===== config.mk =====
export PLATFORM = sky130hd
export DESIGN_NAME = neuron_sequencer
export DESIGN_NICKNAME = d
export VERILOG_FILES = /design/src/rtl/neuron_pkg.sv /design/src/rtl/neuron_sequencer.sv
export SDC_FILE = /design/constraint.sdc
export NUM_CORES = 1
export LEC_CHECK = 0
export ABC_AREA = 1
export CAP_MARGIN = 10
export CORE_MARGIN = 2
export CORE_UTILIZATION = 30
export DETAILED_ROUTE_END_ITERATION = 16
export GPL_ROUTABILITY_DRIVEN = 0
export GPL_TIMING_DRIVEN = 1
export SYNTH_ARGS = -nofsm -noshare
export SYNTH_HDL_FRONTEND = slang
export SYNTH_SLANG_ARGS = --single-unit

===== constraint.sdc =====
create_clock -name clk -period 2.2 [get_ports clk]
set_input_delay 0.55 -clock clk [delete_from_list [all_inputs] [get_ports clk]]
set_output_delay 0.55 -clock clk [all_outputs]
set_load 0.1 [all_outputs]

===== src/rtl/neuron_pkg.sv =====
// Shared types and defaults for the neuron evaluation sequencer.
// State encoding plus the default sizing for inputs and address width.
package neuron_pkg;

  localparam int N_MAX_DEF  = 256;
  localparam int ADDR_W_DEF = 9;

  typedef enum logic [2:0] {
    IDLE,
    CLR,
    MAC,
    DRAIN,
    BIAS_LD,
    BIAS_ADD,
    ACT,
    DONE
  } state_t;

endpackage


===== src/rtl/neuron_sequencer.sv =====
// Control sequencer for one neuron: clear, N multiply-accumulates, bias, ReLU.
// Define NEURON_SEQ_BIAS_EN to include the bias load/add states.
module neuron_sequencer
  import neuron_pkg::*;
#(
  parameter int N_MAX  = N_MAX_DEF,
  parameter int ADDR_W = ADDR_W_DEF
) (
  input  logic              clk,
  input  logic              rst,
  input  logic              start,
  input  logic              abort,
  input  logic [ADDR_W-1:0] n_inputs,
  input  logic              src_valid,
  output logic              src_ready,
  output logic [ADDR_W-1:0] addr,
  output logic              mac_clr,
  output logic              mul_en,
  output logic              acc_en,
  output logic              bias_ld,
  output logic              bias_add,
  output logic              act_cap,
  output logic              busy,
  output logic              done,
  output logic              err
);

  state_t              state_q;
  state_t              state_d;
  logic [ADDR_W-1:0]   n_q;
  logic [ADDR_W-1:0]   addr_q;
  logic                acc_q;
  logic                err_q;
  logic                n_ok;
  logic                take;
  logic                kill;
  logic                last;

  assign n_ok = (n_inputs != '0) &&
                ({1'b0, n_inputs} <= (ADDR_W+1)'(N_MAX));
  assign take = (state_q == IDLE) && start && n_ok;
  assign kill = abort && (state_q != IDLE);
  assign last = (addr_q == n_q - ADDR_W'(1));

  assign addr   = addr_q;
  assign acc_en = acc_q;
  assign err    = err_q;

  // Next-state and strobe decode; abort overrides everything.
  always_comb begin
    state_d   = state_q;
    src_ready = 1'b0;
    mac_clr   = 1'b0;
    mul_en    = 1'b0;
    bias_ld   = 1'b0;
    bias_add  = 1'b0;
    act_cap   = 1'b0;
    done      = 1'b0;
    busy      = (state_q != IDLE);
    unique case (state_q)
      IDLE: begin
        if (take) state_d = CLR;
      end
      CLR: begin
        mac_clr = 1'b1;
        state_d = MAC;
      end
      MAC: begin
        src_ready = 1'b1;
        if (src_valid) begin
          mul_en = 1'b1;
          if (last) state_d = DRAIN;
        end
      end
      DRAIN: begin
`ifdef NEURON_SEQ_BIAS_EN
        state_d = BIAS_LD;
`else
        state_d = ACT;
`endif
      end
`ifdef NEURON_SEQ_BIAS_EN
      BIAS_LD: begin
        src_ready = 1'b1;
        if (src_valid) begin
          bias_ld = 1'b1;
          state_d = BIAS_ADD;
        end
      end
      BIAS_ADD: begin
        bias_add = 1'b1;
        state_d  = ACT;
      end
`endif
      ACT: begin
        act_cap = 1'b1;
        state_d = DONE;
      end
      DONE: begin
        done    = 1'b1;
        state_d = IDLE;
      end
      default: state_d = IDLE;
    endcase
    if (kill) begin
      state_d   = IDLE;
      src_ready = 1'b0;
      mac_clr   = 1'b0;
      mul_en    = 1'b0;
      bias_ld   = 1'b0;
      bias_add  = 1'b0;
      act_cap   = 1'b0;
      done      = 1'b0;
    end
  end

  // State, latched count, index counter, product stage and error flop.
  always_ff @(posedge clk) begin
    if (rst) begin
      state_q <= IDLE;
      n_q     <= '0;
      addr_q  <= '0;
      acc_q   <= 1'b0;
      err_q   <= 1'b0;
    end else begin
      state_q <= state_d;
      acc_q   <= mul_en;
      err_q   <= start && !take && !kill;
      if (take) n_q <= n_inputs;
      if (state_q == CLR || state_d == IDLE) begin
        addr_q <= '0;
      end else if (mul_en) begin
        addr_q <= addr_q + ADDR_W'(1);
      end
    end
  end

endmodule


=== After elaboration in Yosys (flattened, before gate mapping) ===
Cells that the tools add are included.

* Register bits after elaboration: 23
* Output and inout bits: 19
* Word-level logic and storage cells: 44

* Add/subtract/negate cells: 2
* Multiplexer cells: 16
* Equality and inequality tests: 6
* Order comparisons: 1
* Reductions and logical operators: 14

{| class="wikitable"
|+ Operators with widths
! kind !! count
|-
| case mux 3 bit (5 select lines) || 1
|-
| 2-to-1 mux 3 bit || 4
|-
| 2-to-1 mux 1 bit || 11
|-
| adder 9 x 1 -> 9 bit (second input constant) || 1
|-
| == test 9 bit || 1
|-
| less-or-equal comparator 9 bit (second input constant) || 1
|-
| nonzero test 9 bit || 1
|-
| subtractor 9 x 1 -> 9 bit (second input constant) || 1
|-
| == test 3 x 2 -> 1 bit (second input constant) || 2
|-
| == test 3 bit (second input constant) || 2
|-
| logical AND 1 bit || 6
|-
| logical NOT 3 bit || 2
|-
| == test 3 x 1 -> 1 bit (second input constant) || 1
|-
| nonzero test 3 bit || 1
|-
| logical NOT 1 bit || 2
|-
| OR reduction 2 bit || 1
|-
| logical OR 1 bit || 1
|}

=== Longest topological paths before layout ===
* Depth after elaboration: 9
* Mapped depth: 16

=== Worst setup path before layout ===
OpenSTA, ideal clock, no wires.

* Path type: input to output
* From: input port abort
* To: output port done
* Cell stages on the path: 1
* Data arrival time: 3.497 ns
* Path buffers: 0
* Required time: 1.650 ns
* Path slack: -1.847 ns
* Path through: nor4_1

* Word-level cells in the longest chain between the ends: 2

{| class="wikitable"
|+ RTL lines
! element !! line !! RTL
|-
| from (decl) || neuron_sequencer.sv:12 || <nowiki>input logic abort,</nowiki>
|-
| logical AND 1 bit || neuron_sequencer.sv:42 || <nowiki>assign kill = abort && (state_q != IDLE);</nowiki>
|-
| 2-to-1 mux 1 bit || neuron_sequencer.sv:105 || <nowiki>if (kill) begin</nowiki>
|-
| to (decl) || neuron_sequencer.sv:24 || <nowiki>output logic done,</nowiki>
|}

No other way between the ends.

=== Worst setup path after layout ===
* From: register state_q[2]
* To: output port mul_en

* Word-level cells in the longest chain between the ends: 3
* Elaborated cells on any way between the ends: 5
* Classes of those cells: eq/ne (1); mux (2); reduce/logical (2)

{| class="wikitable"
|+ RTL lines
! element !! line !! RTL
|-
| from (decl) || neuron_sequencer.sv:28 || <nowiki>state_t state_q;</nowiki>
|-
| from (signal assigned) || neuron_sequencer.sv:126 || <nowiki>state_q <= state_d;</nowiki>
|-
| == test 3 x 2 -> 1 bit / nonzero test 3 bit (equally long branches) || neuron_sequencer.sv:60, neuron_sequencer.sv:42 ||
|-
| 2-to-1 mux 1 bit / logical AND 1 bit (equally long branches) || neuron_sequencer.sv:60, neuron_sequencer.sv:42 ||
|-
| 2-to-1 mux 1 bit (*) || neuron_sequencer.sv:105 ||
|-
| to (decl) || neuron_sequencer.sv:18 || <nowiki>output logic mul_en,</nowiki>
|}

Every way passes the cells marked *; elsewhere a longest branch is shown, timed or not.

==> run_results.csv <==
group,metric,value,unit
timing,fmax,511,MHz
timing,setup_viol,0,
worst_setup_path,crit_path_end_kind,"output port",
global_routing,grt_pass1_vias,1167,
worst_setup_path,rr_startpoint,"n_q[0]",
worst_setup_path,cp_max_fo,6,
die,core,0.00444,sq mm
power_and_ir_drop,cell_internal_pwr,659,uW
min_path,worst_hold_startpoint,"n_q[7]",
clock_tree,cts_buffer_depth,2,
worst_setup_path,start_kind,"flip-flop",
routing,post-route-drc-count,0,
timing,totalNegativeSetupSlack,0,ns
power_and_ir_drop,switchingPower,320,uW
worst_setup_path,cp.required,1.65,ns
clock_tree,clk_pin_slew,0.08,ns
yosys,synth-edff-count,0,
worst_setup_path,r2r_cells,16,
routing,post_drt_wl_per_cell,9.96,microns
power_and_ir_drop,p_clk_frac,0.270,
finish,syn_to_final_growth,38.5,%
worst_setup_path,crit_arrival,1.41,ns
die,die-area,0.00528,sq mm
clock_tree,clockRootBuffer,"clkbuf_8",
yosys,seq_area_frac_synth,0.326,
finish,multi_input_area,855,sq um
yosys,netlist_area,0.00141,sq mm
global_routing,grt_overflow,0,
yosys,ys.flop_type,"dfxtp_1",
power_and_ir_drop,p_total,979,uW
global_routing,grt_max_degree,17,
worst_setup_path,path_class,"flip-flop to output port",
global_routing,grt_use_total,0.119,
yosys,ys_warn_count,0,
clock_tree,cts_sinks,23,
min_path,hold_path_depth,2,
die,rows,24,
worst_setup_path,reg2reg_to,"addr[0]",
power_and_ir_drop,p_seq_frac,0.456,
yosys,synth.largest_area_cell,"dfxtp_1",
timing,fin_crit_sh,0.890,
timing,rsz0062_at_grt,"false",
yosys,ys_top_cells_by_area,"dfxtp_1 (33%), nand2_1 (11%), inv_1 (5.6%)",
placed_design,placed_cells,286,
yosys,ys_types,28,
clock_tree,cts_made_buffers,3,
clock_tree,clk_latency,0.26,ns
yosys,yosysMostFrequentCell,"nand2_1",
yosys,netlist_instances,201,
power_and_ir_drop,switching_share,0.327,
min_path,hold_end,"n_q[7]",
power_and_ir_drop,comb_power_share,0.274,
finish,drive_above_1_share,0.282,
die,die_y,72.7,microns
finish,ff_latch_area,463,sq um
yosys,syn_area_per_cell,7.03,sq um
clock_tree,postCtsSetupRepairBufs,0,
power_and_ir_drop,power.density,500,mW/mm^2
timing,drv_slew,0,
timing,skew,0.00110,ns
routing,drtIter0Drc,45,
flow_run,cap_violations,0,
status,status,"finished clean",
finish,final_cells,290,
yosys,yosys-top-cells-count,"nand2_1 (43), dfxtp_1 (23), inv_1 (21)",
placed_design,portBuffers,30,
finish,layout.nets,255,
global_routing,grt_pass1_wl,5040,microns
routing,vias,1280,
timing,hold_ws,0.504,ns
timing,min_period,1.96,ns
placed_design,hpwlAfterDp,2360,microns
timing,finalHoldViolations,0,
clock_tree,htree_num_levels,1,
yosys,synth-seq-cells,23,
worst_setup_path,reg2reg_setup_slack,0.33,ns
yosys,synth-async-reset-ratio,0,
die,io_pins,33,
routing,routed_wl,2890,microns
global_routing,antenna_found_initial,0,
finish,diodes,0,
finish,nFillCells,456,
routing,drtPass1Iterations,6,
routing,viasPerCell,4.41,
power_and_ir_drop,vdd_drop_max,219,uV
min_path,worstHoldPathType,"flip-flop to flip-flop",
die,dieWidth,72.7,microns
clock_tree,tritoncts,"done",
yosys,synth_top_area_share,0.326,
power_and_ir_drop,leakage,0.874,nW
routing,ant_nets,0,
die,start_util,0.318,
==> timing repair <==
action | 4_1_cts | 5_1_grt
hold buffers | 0 | 0
setup endpoints to repair | 1 | 2
pin swaps | 0 | 0
resized for setup | 1 | 1
==> worst max path at each step <==
| stage | startpoint | to | cells past startpoint |
|---|---|---|---|
| floorplan | state_q[2] | act_cap | 2 |
| global placement | abort | mul_en | 6 |
| detailed placement | abort | mul_en | 6 |
| CTS | abort | mul_en | 6 |
| global route | n_q[0] | addr[1] | 16 |
| finish | state_q[2] | mul_en | 6 |
==> state kept, by name, indices dropped and copies added, names as in the netlist <==
register	flops
err	1
addr	9
acc_en	1
n_q	9
state_q	3
==> cells in the final DEF, fill, tap and decap left out, types with 4 or more instances in the layout <==
master	count
o21ai_0	11
a21oi_1	10
nand2_1	43
xor2_1	9
xnor2_1	4
nand3_2	5
nand3_1	12
nor2_1	17
dfxtp_1	21
nor2_2	11
buf_4	13
inv_2	9
clkdlybuf4s50_1	12
inv_1	21
buf_12	8
==> critical path: stages (launching register included) <==
cell	delay (ns)
dfxtp_1	0.38
inv_2	0.16
nand3_2	0.12
nor2_4	0.15
nand2_4	0.10
clkinv_8	0.07
buf_12	0.16
==> power by group through the flow <==
stage	Combinational, mW	Sequential, mW	Clock [mW]
after floorplan	0.186	0.464	0
after global placement	0.267	0.455	0
after detailed placement	0.269	0.455	0
after CTS	0.271	0.446	0.279
after global routing	0.299	0.449	0.298
final	0.268	0.446	0.265
==> layer usage <==
layer / vias up / track usage / part of all wire
met5: - / 0 / 0
met1: 541 / 0.168 / 0.52
li1: 707 / - / -
met3: 4 / 0.0207 / 0.041
met2: 28 / 0.181 / 0.42
met4: 0 / 0.0432 / 0.012
==> final cells by class <==
cell class                      count  share of cell area
Timing Repair Buffer               35               0.205
Sequential cell                    23               0.236
Tap cell                           52              0.0332
Inverter                           31              0.0658
Clock buffer                        4              0.0230
Multi-Input combinational cell    145               0.436
==> cell families after synthesis <==
kind of cell | after synthesis | share of synthesized area
simple gates | 104 | 0.388
buf+inv | 34 | 0.0973
compound gates | 24 | 0.0885
flops | 23 | 0.326
xor+xnor | 13 | 0.0805
fa+ha+maj | 2 | 0.0177
other cells | 1 | 0.00265
==> per-stage QoR <==
step	instance area [sq um]	setup WS [ns]	util
2_1_floorplan	1470	-0.104	-
3_3_place_gp	1910	0.00343	0.429
3_5_place_dp	1910	-0.0111	0.429
4_1_cts	1960	0.000750	0.440
5_1_grt	1960	0.0889	0.441
6_report	1960	0.242	0.441
Power figures use the tool's default switching activity.
